`config.mk`:
```
export PLATFORM = sky130hd
export DESIGN_NAME = bios_port_arbiter_flat
export DESIGN_NICKNAME = d
export VERILOG_FILES = /design/src/rtl/bios_port_arbiter_if.sv /design/src/rtl/bios_port_arbiter.sv /design/src/flat_wrapper.sv
export SDC_FILE = /design/constraint.sdc
export NUM_CORES = 1
export LEC_CHECK = 0
export CORE_AREA = 5 5 94 96
export CTS_CLUSTER_DIAMETER = 150
export DETAILED_ROUTE_END_ITERATION = 10
export DIE_AREA = 0 0 99 101
export GPL_TIMING_DRIVEN = 1
export PLACE_DENSITY = 0.79
export SLEW_MARGIN = 20
export SYNTH_ARGS = -nofsm -noshare
export SYNTH_HDL_FRONTEND = slang
export SYNTH_SLANG_ARGS = --single-unit
```
`constraint.sdc`:
```
create_clock -name clk -period 2 [get_ports clk]
set_input_delay 0.3 -clock clk [delete_from_list [all_inputs] [get_ports clk]]
set_output_delay 0.3 -clock clk [all_outputs]
set_load 0.03 [all_outputs]
```
`src/rtl/bios_port_arbiter_if.sv`:
```
// ============================================================================
// Module      : bios_port_arbiter_if
// Description : Two-master request/response bundle plus memory port-B wires.
// Revision    : 1.0 - initial release
// ============================================================================
`default_nettype none

interface bios_port_arbiter_if #(
    parameter int ADDR_WIDTH = 12,
    parameter int DATA_WIDTH = 32
);
    localparam int c_BE = DATA_WIDTH / 8;

    logic                  req0,    req1;
    logic [ADDR_WIDTH-1:0] addr0,   addr1;
    logic [DATA_WIDTH-1:0] din0,    din1;
    logic [c_BE-1:0]       we0,     we1;
    logic                  gnt0,    gnt1;
    logic                  rvalid0, rvalid1;
    logic [DATA_WIDTH-1:0] rdata0,  rdata1;
    logic                  lock_req;
    logic                  lock_ack;

    logic                  mem_en;
    logic [ADDR_WIDTH-1:0] mem_addr;
    logic [DATA_WIDTH-1:0] mem_din;
    logic [c_BE-1:0]       mem_we;
    logic [DATA_WIDTH-1:0] mem_dout;

    modport master (
        output req0, req1, addr0, addr1, din0, din1, we0, we1, lock_req,
        input  gnt0, gnt1, rvalid0, rvalid1, rdata0, rdata1, lock_ack
    );

    modport slave (
        input  req0, req1, addr0, addr1, din0, din1, we0, we1, lock_req,
        input  mem_dout,
        output gnt0, gnt1, rvalid0, rvalid1, rdata0, rdata1, lock_ack,
        output mem_en, mem_addr, mem_din, mem_we
    );
endinterface

`default_nettype wire

```
`src/rtl/bios_port_arbiter.sv`:
```
// ============================================================================
// Module      : bios_port_arbiter
// Description : Round-robin arbiter sharing the bootloader RAM port B between
//               the CPU data bus and the loader, with a loader lock mode.
// Revision    : 1.0 - initial release
// ============================================================================
`default_nettype none

module bios_port_arbiter #(
    parameter int ADDR_WIDTH = 12,
    parameter int DATA_WIDTH = 32
) (
    input  wire logic          clk,
    input  wire logic          rst,
    bios_port_arbiter_if.slave bus
);
    localparam int c_BE = DATA_WIDTH / 8;

    typedef enum logic [1:0] {
        S_OPEN   = 2'd0,
        S_DRAIN  = 2'd1,
        S_LOCKED = 2'd2
    } state_t;

    state_t r_state;
    logic   r_last;
    logic   r_tag_valid;
    logic   r_tag_master;
    logic   r_lock_ack;

    logic                  w_gnt0;
    logic                  w_gnt1;
    logic                  w_elig0;
    logic [ADDR_WIDTH-1:0] w_addr;
    logic [DATA_WIDTH-1:0] w_din;
    logic [c_BE-1:0]       w_we;
    logic                  w_rvalid0;
    logic                  w_rvalid1;

    // Master 0 is shut out as soon as lock_req is seen, so its last response
    // lands no later than the cycle lock_req rose.
    assign w_elig0 = bus.req0 && !bus.lock_req;

    always_comb begin
        w_gnt0 = 1'b0;
        w_gnt1 = 1'b0;
        if (!rst) begin
            case (r_state)
                S_OPEN: begin
                    if (w_elig0 && bus.req1) begin
                        w_gnt0 = r_last;
                        w_gnt1 = !r_last;
                    end else if (w_elig0) begin
                        w_gnt0 = 1'b1;
                    end else if (bus.req1) begin
                        w_gnt1 = 1'b1;
                    end
                end
                default: w_gnt1 = bus.req1;
            endcase
        end
    end

    always_ff @(posedge clk or posedge rst) begin
        if (rst) begin
            r_state      <= S_OPEN;
            r_last       <= 1'b1;
            r_tag_valid  <= 1'b0;
            r_tag_master <= 1'b0;
            r_lock_ack   <= 1'b0;
        end else begin
            if (w_gnt0 || w_gnt1) begin
                r_last <= w_gnt1;
            end
            r_tag_valid  <= w_gnt0 || w_gnt1;
            r_tag_master <= w_gnt1;
            case (r_state)
                S_OPEN: begin
                    if (bus.lock_req) begin
                        r_state <= S_DRAIN;
                    end
                end
                S_DRAIN: begin
                    if (bus.lock_req) begin
                        r_state    <= S_LOCKED;
                        r_lock_ack <= 1'b1;
                    end else begin
                        r_state <= S_OPEN;
                    end
                end
                S_LOCKED: begin
                    if (!bus.lock_req) begin
                        r_state    <= S_OPEN;
                        r_lock_ack <= 1'b0;
                    end
                end
                default: begin
                    r_state    <= S_OPEN;
                    r_lock_ack <= 1'b0;
                end
            endcase
        end
    end

    assign w_addr = w_gnt1 ? bus.addr1 : bus.addr0;
    assign w_din  = w_gnt1 ? bus.din1  : bus.din0;
    assign w_we   = w_gnt1 ? bus.we1   : (w_gnt0 ? bus.we0 : {c_BE{1'b0}});

    assign w_rvalid0 = r_tag_valid && !r_tag_master;
    assign w_rvalid1 = r_tag_valid &&  r_tag_master;

    assign bus.gnt0     = w_gnt0;
    assign bus.gnt1     = w_gnt1;
    assign bus.mem_en   = w_gnt0 || w_gnt1;
    assign bus.mem_addr = w_addr;
    assign bus.mem_din  = w_din;
    assign bus.mem_we   = w_we;
    assign bus.rvalid0  = w_rvalid0;
    assign bus.rvalid1  = w_rvalid1;
    assign bus.rdata0   = w_rvalid0 ? bus.mem_dout : {DATA_WIDTH{1'b0}};
    assign bus.rdata1   = w_rvalid1 ? bus.mem_dout : {DATA_WIDTH{1'b0}};
    assign bus.lock_ack = r_lock_ack;

endmodule

`default_nettype wire

```
`src/flat_wrapper.sv`:
```
// flat-port wrapper written by rule: the top's interface ports become plain ports
module bios_port_arbiter_flat 
#(
    parameter int ADDR_WIDTH = 12,
    parameter int DATA_WIDTH = 32
)
  (clk, rst, bus_req0, bus_req1, bus_addr0, bus_addr1, bus_din0, bus_din1, bus_we0, bus_we1, bus_lock_req, bus_mem_dout, bus_gnt0, bus_gnt1, bus_rvalid0, bus_rvalid1, bus_rdata0, bus_rdata1, bus_lock_ack, bus_mem_en, bus_mem_addr, bus_mem_din, bus_mem_we);
  bios_port_arbiter_if #(.ADDR_WIDTH(ADDR_WIDTH), .DATA_WIDTH(DATA_WIDTH)) bus_i ();
  input  wire logic clk;
  input  wire logic rst;
  input wire logic [$bits(bus_i.req0)-1:0] bus_req0;
  input wire logic [$bits(bus_i.req1)-1:0] bus_req1;
  input wire logic [$bits(bus_i.addr0)-1:0] bus_addr0;
  input wire logic [$bits(bus_i.addr1)-1:0] bus_addr1;
  input wire logic [$bits(bus_i.din0)-1:0] bus_din0;
  input wire logic [$bits(bus_i.din1)-1:0] bus_din1;
  input wire logic [$bits(bus_i.we0)-1:0] bus_we0;
  input wire logic [$bits(bus_i.we1)-1:0] bus_we1;
  input wire logic [$bits(bus_i.lock_req)-1:0] bus_lock_req;
  input wire logic [$bits(bus_i.mem_dout)-1:0] bus_mem_dout;
  output wire logic [$bits(bus_i.gnt0)-1:0] bus_gnt0;
  output wire logic [$bits(bus_i.gnt1)-1:0] bus_gnt1;
  output wire logic [$bits(bus_i.rvalid0)-1:0] bus_rvalid0;
  output wire logic [$bits(bus_i.rvalid1)-1:0] bus_rvalid1;
  output wire logic [$bits(bus_i.rdata0)-1:0] bus_rdata0;
  output wire logic [$bits(bus_i.rdata1)-1:0] bus_rdata1;
  output wire logic [$bits(bus_i.lock_ack)-1:0] bus_lock_ack;
  output wire logic [$bits(bus_i.mem_en)-1:0] bus_mem_en;
  output wire logic [$bits(bus_i.mem_addr)-1:0] bus_mem_addr;
  output wire logic [$bits(bus_i.mem_din)-1:0] bus_mem_din;
  output wire logic [$bits(bus_i.mem_we)-1:0] bus_mem_we;
  assign bus_i.req0 = bus_req0;
  assign bus_i.req1 = bus_req1;
  assign bus_i.addr0 = bus_addr0;
  assign bus_i.addr1 = bus_addr1;
  assign bus_i.din0 = bus_din0;
  assign bus_i.din1 = bus_din1;
  assign bus_i.we0 = bus_we0;
  assign bus_i.we1 = bus_we1;
  assign bus_i.lock_req = bus_lock_req;
  assign bus_i.mem_dout = bus_mem_dout;
  assign bus_gnt0 = bus_i.gnt0;
  assign bus_gnt1 = bus_i.gnt1;
  assign bus_rvalid0 = bus_i.rvalid0;
  assign bus_rvalid1 = bus_i.rvalid1;
  assign bus_rdata0 = bus_i.rdata0;
  assign bus_rdata1 = bus_i.rdata1;
  assign bus_lock_ack = bus_i.lock_ack;
  assign bus_mem_en = bus_i.mem_en;
  assign bus_mem_addr = bus_i.mem_addr;
  assign bus_mem_din = bus_i.mem_din;
  assign bus_mem_we = bus_i.mem_we;
  bios_port_arbiter #(.ADDR_WIDTH(ADDR_WIDTH), .DATA_WIDTH(DATA_WIDTH)) u_core (.clk(clk), .rst(rst), .bus(bus_i));
endmodule
```
=== Word-level counts from Yosys, hierarchy flattened ===
Index checks and enable logic that the tools add are counted.

* Eq/ne operators: 5
* Mux-type cells: 22
* Bitwise gates (word level): 1
* Reduce and logical (&&, ||, !) cells: 11

{| class="wikitable"
|+ Operators with widths
! operator !! count
|-
| two-way mux 32 bit || 3
|-
| two-way mux 12 bit || 1
|-
| two-way mux 1 bit || 11
|-
| two-way mux 4 bit || 2
|-
| two-way mux 2 bit || 3
|-
| != test 2 bit, second input constant || 3
|-
| one-hot mux 2 bit (3 select lines) || 1
|-
| logical AND 1 bit || 4
|-
| zero test 1 bit || 3
|-
| one-hot mux 1 bit (3 select lines) || 1
|-
| AND reduction 3 bit || 1
|-
| equality test 2 x 1 -> 1 bit, second input constant || 1
|-
| equality test 2 bit, second input constant || 1
|-
| zero test 2 bit || 1
|-
| AND reduction 2 bit || 1
|-
| logical OR 1 bit || 1
|-
| NOT 1 bit || 1
|}

* Flip-flop bits (word level): 6
* Input port bits: 133
* Output and inout port bits: 118
* Word-level logic and storage cells: 44

=== Logic depth before layout (Yosys ltp) ===
* Depth after elaboration: 8
* Mapped depth: 4
* Depth with buffers taken out: 3

=== Worst setup path before layout ===
OpenSTA, ideal clock, no wires.

* Kind: register to output
* Start: register u_core.r_state[1]
* End: output bus_mem_we[0]
* Arrival: 1.515 ns
* Data required time: 1.700 ns
* Setup slack: 0.185 ns
* Stages on the path, launching flop included: 4
* Path buffers: 0
* Cell sequence: dfrtp_1 nor4b_4 a21boi_1 a32o_1

* Cells in the longest elaborated chain, start to end: 5
* Elaborated cells on any way between the ends: 7
* Classes of those cells: 6 x mux; 1 x reduce/logical

{| class="wikitable"
|+ RTL lines
! element !! RTL line !! text
|-
| start: declaration || bios_port_arbiter.sv:25 || <nowiki>state_t r_state;</nowiki>
|-
| start signal: assignment || bios_port_arbiter.sv:66 || <nowiki>r_state <= S_OPEN;</nowiki>
|-
| start signal: assignment || bios_port_arbiter.sv:80 || <nowiki>r_state <= S_DRAIN;</nowiki>
|-
| start signal: assignment || bios_port_arbiter.sv:85 || <nowiki>r_state <= S_LOCKED;</nowiki>
|-
| zero test 2 bit (*) || bios_port_arbiter.sv:48 || <nowiki>case (r_state)</nowiki>
|-
| two-way mux 1 bit || bios_port_arbiter.sv:48 ||
|-
| two-way mux 1 bit || bios_port_arbiter.sv:47 || <nowiki>if (!rst) begin</nowiki>
|-
| two-way mux 4 bit || bios_port_arbiter.sv:107 || <nowiki>assign w_we = w_gnt1 ? bus.we1 : (w_gnt0 ? bus.we0 : {c_BE{1'b0}});</nowiki>
|-
| two-way mux 4 bit (*) || bios_port_arbiter.sv:107 ||
|-
| end: declaration || flat_wrapper.sv:31 || <nowiki>output wire logic [$bits(bus_i.mem_we)-1:0] bus_mem_we;</nowiki>
|}

Mark *: on every way between the ends. The rest lies on a longest branch, timed or not.

=== Worst setup path in the final report ===
* Start: register u_core.r_state[0]
* End: output bus_mem_din[16]

* Cells in the longest elaborated chain, start to end: 4

{| class="wikitable"
|+ RTL lines
! element !! RTL line !! text
|-
| zero test 2 bit || bios_port_arbiter.sv:48 ||
|-
| two-way mux 1 bit || bios_port_arbiter.sv:48 ||
|-
| two-way mux 1 bit || bios_port_arbiter.sv:47 ||
|-
| two-way mux 32 bit || bios_port_arbiter.sv:106 || <nowiki>assign w_din = w_gnt1 ? bus.din1 : bus.din0;</nowiki>
|-
| end: declaration || flat_wrapper.sv:30 || <nowiki>output wire logic [$bits(bus_i.mem_din)-1:0] bus_mem_din;</nowiki>
|}

No other way between the ends.

==> metrics.md <==
| Metric | Value |
|---|---|
| Clk sinks | `6` |
| Fraction of layout cells with a size suffix above 1 | `46.5%` |
| Final wirelength | `8.84 mm` |
| Via/cell ratio | `4.29` |
| Final number of setup-violating endpoints | `49` |
| DR WL/cell | `16.7 um` |
| Cells after Synth | `155` |
| DP Worst Slack | `-613 ps` |
| Pin count of the biggest net entering global routing | `20` |
| Synth area leaders | `mux2_4, and2_1, and3_1` |
| Power Dens Cells | `384 nW/um^2` |
| Mapped Area | `1480 um^2` |
| Int Pwr | `1000 uW` |
| H-tree Lvls | `1` |
| Setup TNS | `-7780 ps` |
| DP HPWL | `7.47 mm` |
| Reg2reg start | `u_core.r_state[0]` |
| Largest area contributor in the netlist | `mux2_4` |
| Buffers on Ports | `250` |
| Reg area | `154 um^2` |
| Final hold vios | `0` |
| Cell row count | `33` |
| Commonest non-fill, non-tap cell in the layout | `clkdlybuf4s50_1` |
| Req. time, crit path | `1700 ps` |
| CTS Buffer Depth | `2` |
| Synth cell types | `23` |
| I/O pin total | `251` |
| Synthesized area per cell | `9.57 um^2` |
| Post-route setup slack | `-286 ps` |
| Critical path capture point type | `output port` |
| Die Span Y | `101 um` |
| Vias in the first global route | `2,482` |
| Nets | `560` |
| Die W | `99 um` |
| Tcrit/Tclk final | `114%` |
| Reg2reg setup slack | `510 ps` |
| Net count after synthesis | `288` |
| Initial antenna violation count | `0` |
| Routability cong. | `0.850` |
| Crit path launch type | `register` |
| GRT Overall Usage | `16.1%` |
| Status | `finished with violations` |
| CTS tree | `done` |
| DR pass1 iterations | `4` |
| Post-Route Skew | `0.642 ps` |
| Vias | `2,278` |
| Critical path fanouts, max | `6` |
| Clock power frac | `12.0%` |
| Fin. max-slew vios | `0` |
| Worst slew pin tran | `331 ps` |
| Final worst path period need | `2290 ps` |
| Num CTS Buffers | `3` |
| Relative slew margins | `77.9%` |
| Crit path DAT | `1990 ps` |
| Commonest cells after routing, fill and taps aside | `clkdlybuf4s50_1, buf_4, buf_6` |
| Share of power burned in registers | `11.0%` |
| HP Class | `in2async` |
| RSZ-0062 raised after global routing | `true` |
| Fillers | `697` |
| First DRT Iteration DRCs | `35` |
| Root buf cell | `clkbuf_8` |
| Share of the synthesized area in the top cell type | `39.5%` |
| Ant. Diodes | `0` |
| Syn-to-layout area delta | `193%` |
| R2R cell count | `5` |
| Post-route DRC | `0` |
| Worst r2r dst | `u_core.r_last` |
| Skew-Pair Late Insertion Delay | `230 ps` |
| Worst vdd ir | `0.254 mV` |
| Sw Ratio | `40.1%` |
| First-pass GRT wire length | `12.8 mm` |
| Crit Path Category | `reg2out` |
| Total Power | `1670 uW` |
| Worst hold margin | `420 ps` |
| Comb power frac | `77.0%` |
| Pleak | `0.00216 uW` |
| Die footprint | `10000 um^2` |
| Util after Layout | `54.6%` |
| Net Sw Power | `672 uW` |
| Yosys reg bits | `6` |
| Clk pin slew, worst setup/hold paths | `40 ps` |
| Multi-input logic area | `1270 um^2` |
| Max cap viols | `0` |
| Initial core utilization | `18.6%` |
| Fmax | `0.437 GHz` |
| ANT nets after route | `0` |
| Grt total ovfl | `0` |
| Core area | `7970 um^2` |
| Warnings from Yosys | `0` |
| Seq/Total Area, Yosys | `10.2%` |
| Failing checks | `negative setup slack` |
-- power by group through the flow --
| stage | sequential, uW | combinational, uW | clock (uW) |
|---|---|---|---|
| 6_report | 184 | 1290 | 201 |
| 5_1_grt | 189 | 1350 | 211 |
| 4_1_cts | 184 | 1290 | 207 |
| 3_5_place_dp | 182 | 1190 | 0 |
| 3_3_place_gp | 181 | 1170 | 0 |
| 2_1_floorplan | 195 | 575 | 0 |
-- cell type report --
class,instances,share of cell area [%]
repair buffers,280,62.9
inverters,2,0.172
flip-flops and latches,6,3.54
multi-input cells,134,29.3
well taps,105,3.02
clock buffers,4,1.03
-- stage by stage --
step	area (um^2)	cells
after CTS	4330	531
after global placement	4000	518
final	4350	531
after detailed placement	4000	518
after floorplan	1480	155
after global routing	4350	531
-- flip-flops by register name, indices dropped and copies added (netlist names) --
register             count
u_core.r_tag_master      1
u_core.r_tag_valid       1
u_core.r_state           2
u_core.r_last            1
u_core.bus.lock_ack      1
-- layer usage --
| metal | part of all wire [%] | vias up | GRT usage (%) |
|---|---|---|---|
| li1 | - | 1093 | - |
| met1 | 34 | 1049 | 16.4 |
| met2 | 55 | 124 | 31.7 |
| met3 | 9.3 | 12 | 4.98 |
| met4 | 1.1 | 0 | 3.68 |
| met5 | 0 | - | 0 |
-- timing repair --
item	CTS	global route
pin swaps	6	2
gates cloned	4	0
hold buffers	0	0
endpoints found under the setup margin	56	49
resized for setup	193	12
setup buffers	7	2
-- synthesized netlist by cell type --
library cell / number
a21boi_1: 1
a21oi_1: 1
a21oi_4: 1
a2bb2oi_1: 1
a32o_1: 4
and2_1: 39
and3_1: 32
buf_6: 4
clkbuf_1: 9
dfrtp_1: 5
dfstp_2: 1
inv_1: 2
mux2_2: 5
mux2_4: 39
nand2_1: 1
nand2b_1: 1
nand3b_1: 1
nor2_1: 2
nor2b_1: 2
nor3b_1: 1
nor4b_4: 1
o21ai_0: 1
xor2_1: 1
-- worst max path at each step --
| stage | startpoint | endpoint | cells past startpoint | slack (ps) |
|---|---|---|---|---|
| 2_1_floorplan | u_core.r_state[1] | bus_mem_we[0] | 3 | 180 |
| 3_3_place_gp | bus_lock_req | bus_mem_din[10] | 6 | -590 |
| 3_5_place_dp | bus_lock_req | bus_mem_din[1] | 6 | -610 |
| 4_1_cts | u_core.r_state[1] | bus_mem_din[16] | 7 | -310 |
| 5_1_grt | u_core.r_state[0] | bus_mem_din[16] | 7 | -330 |
| 6_report | u_core.r_state[0] | bus_mem_din[16] | 7 | -290 |
-- cells by family after synthesis --
family	Yosys count	synth area share (%)
AO/OA/AOI/OAI	9	5.56
buffers and inverters	15	5.82
AND/OR/NAND/NOR	80	34.6
multiplexers	44	43.3
flip-flops	6	10.2
XOR/XNOR	1	0.590
-- worst max-delay path, stage by stage, from the launching register on --
cell and delay, ps:
dfrtp_1 400, nor4b_4 370, a21oi_4 130, buf_6 160
buf_16 140, buf_6 110, mux2_4 300, buf_6 140
Power figures use the tool's default switching activity.
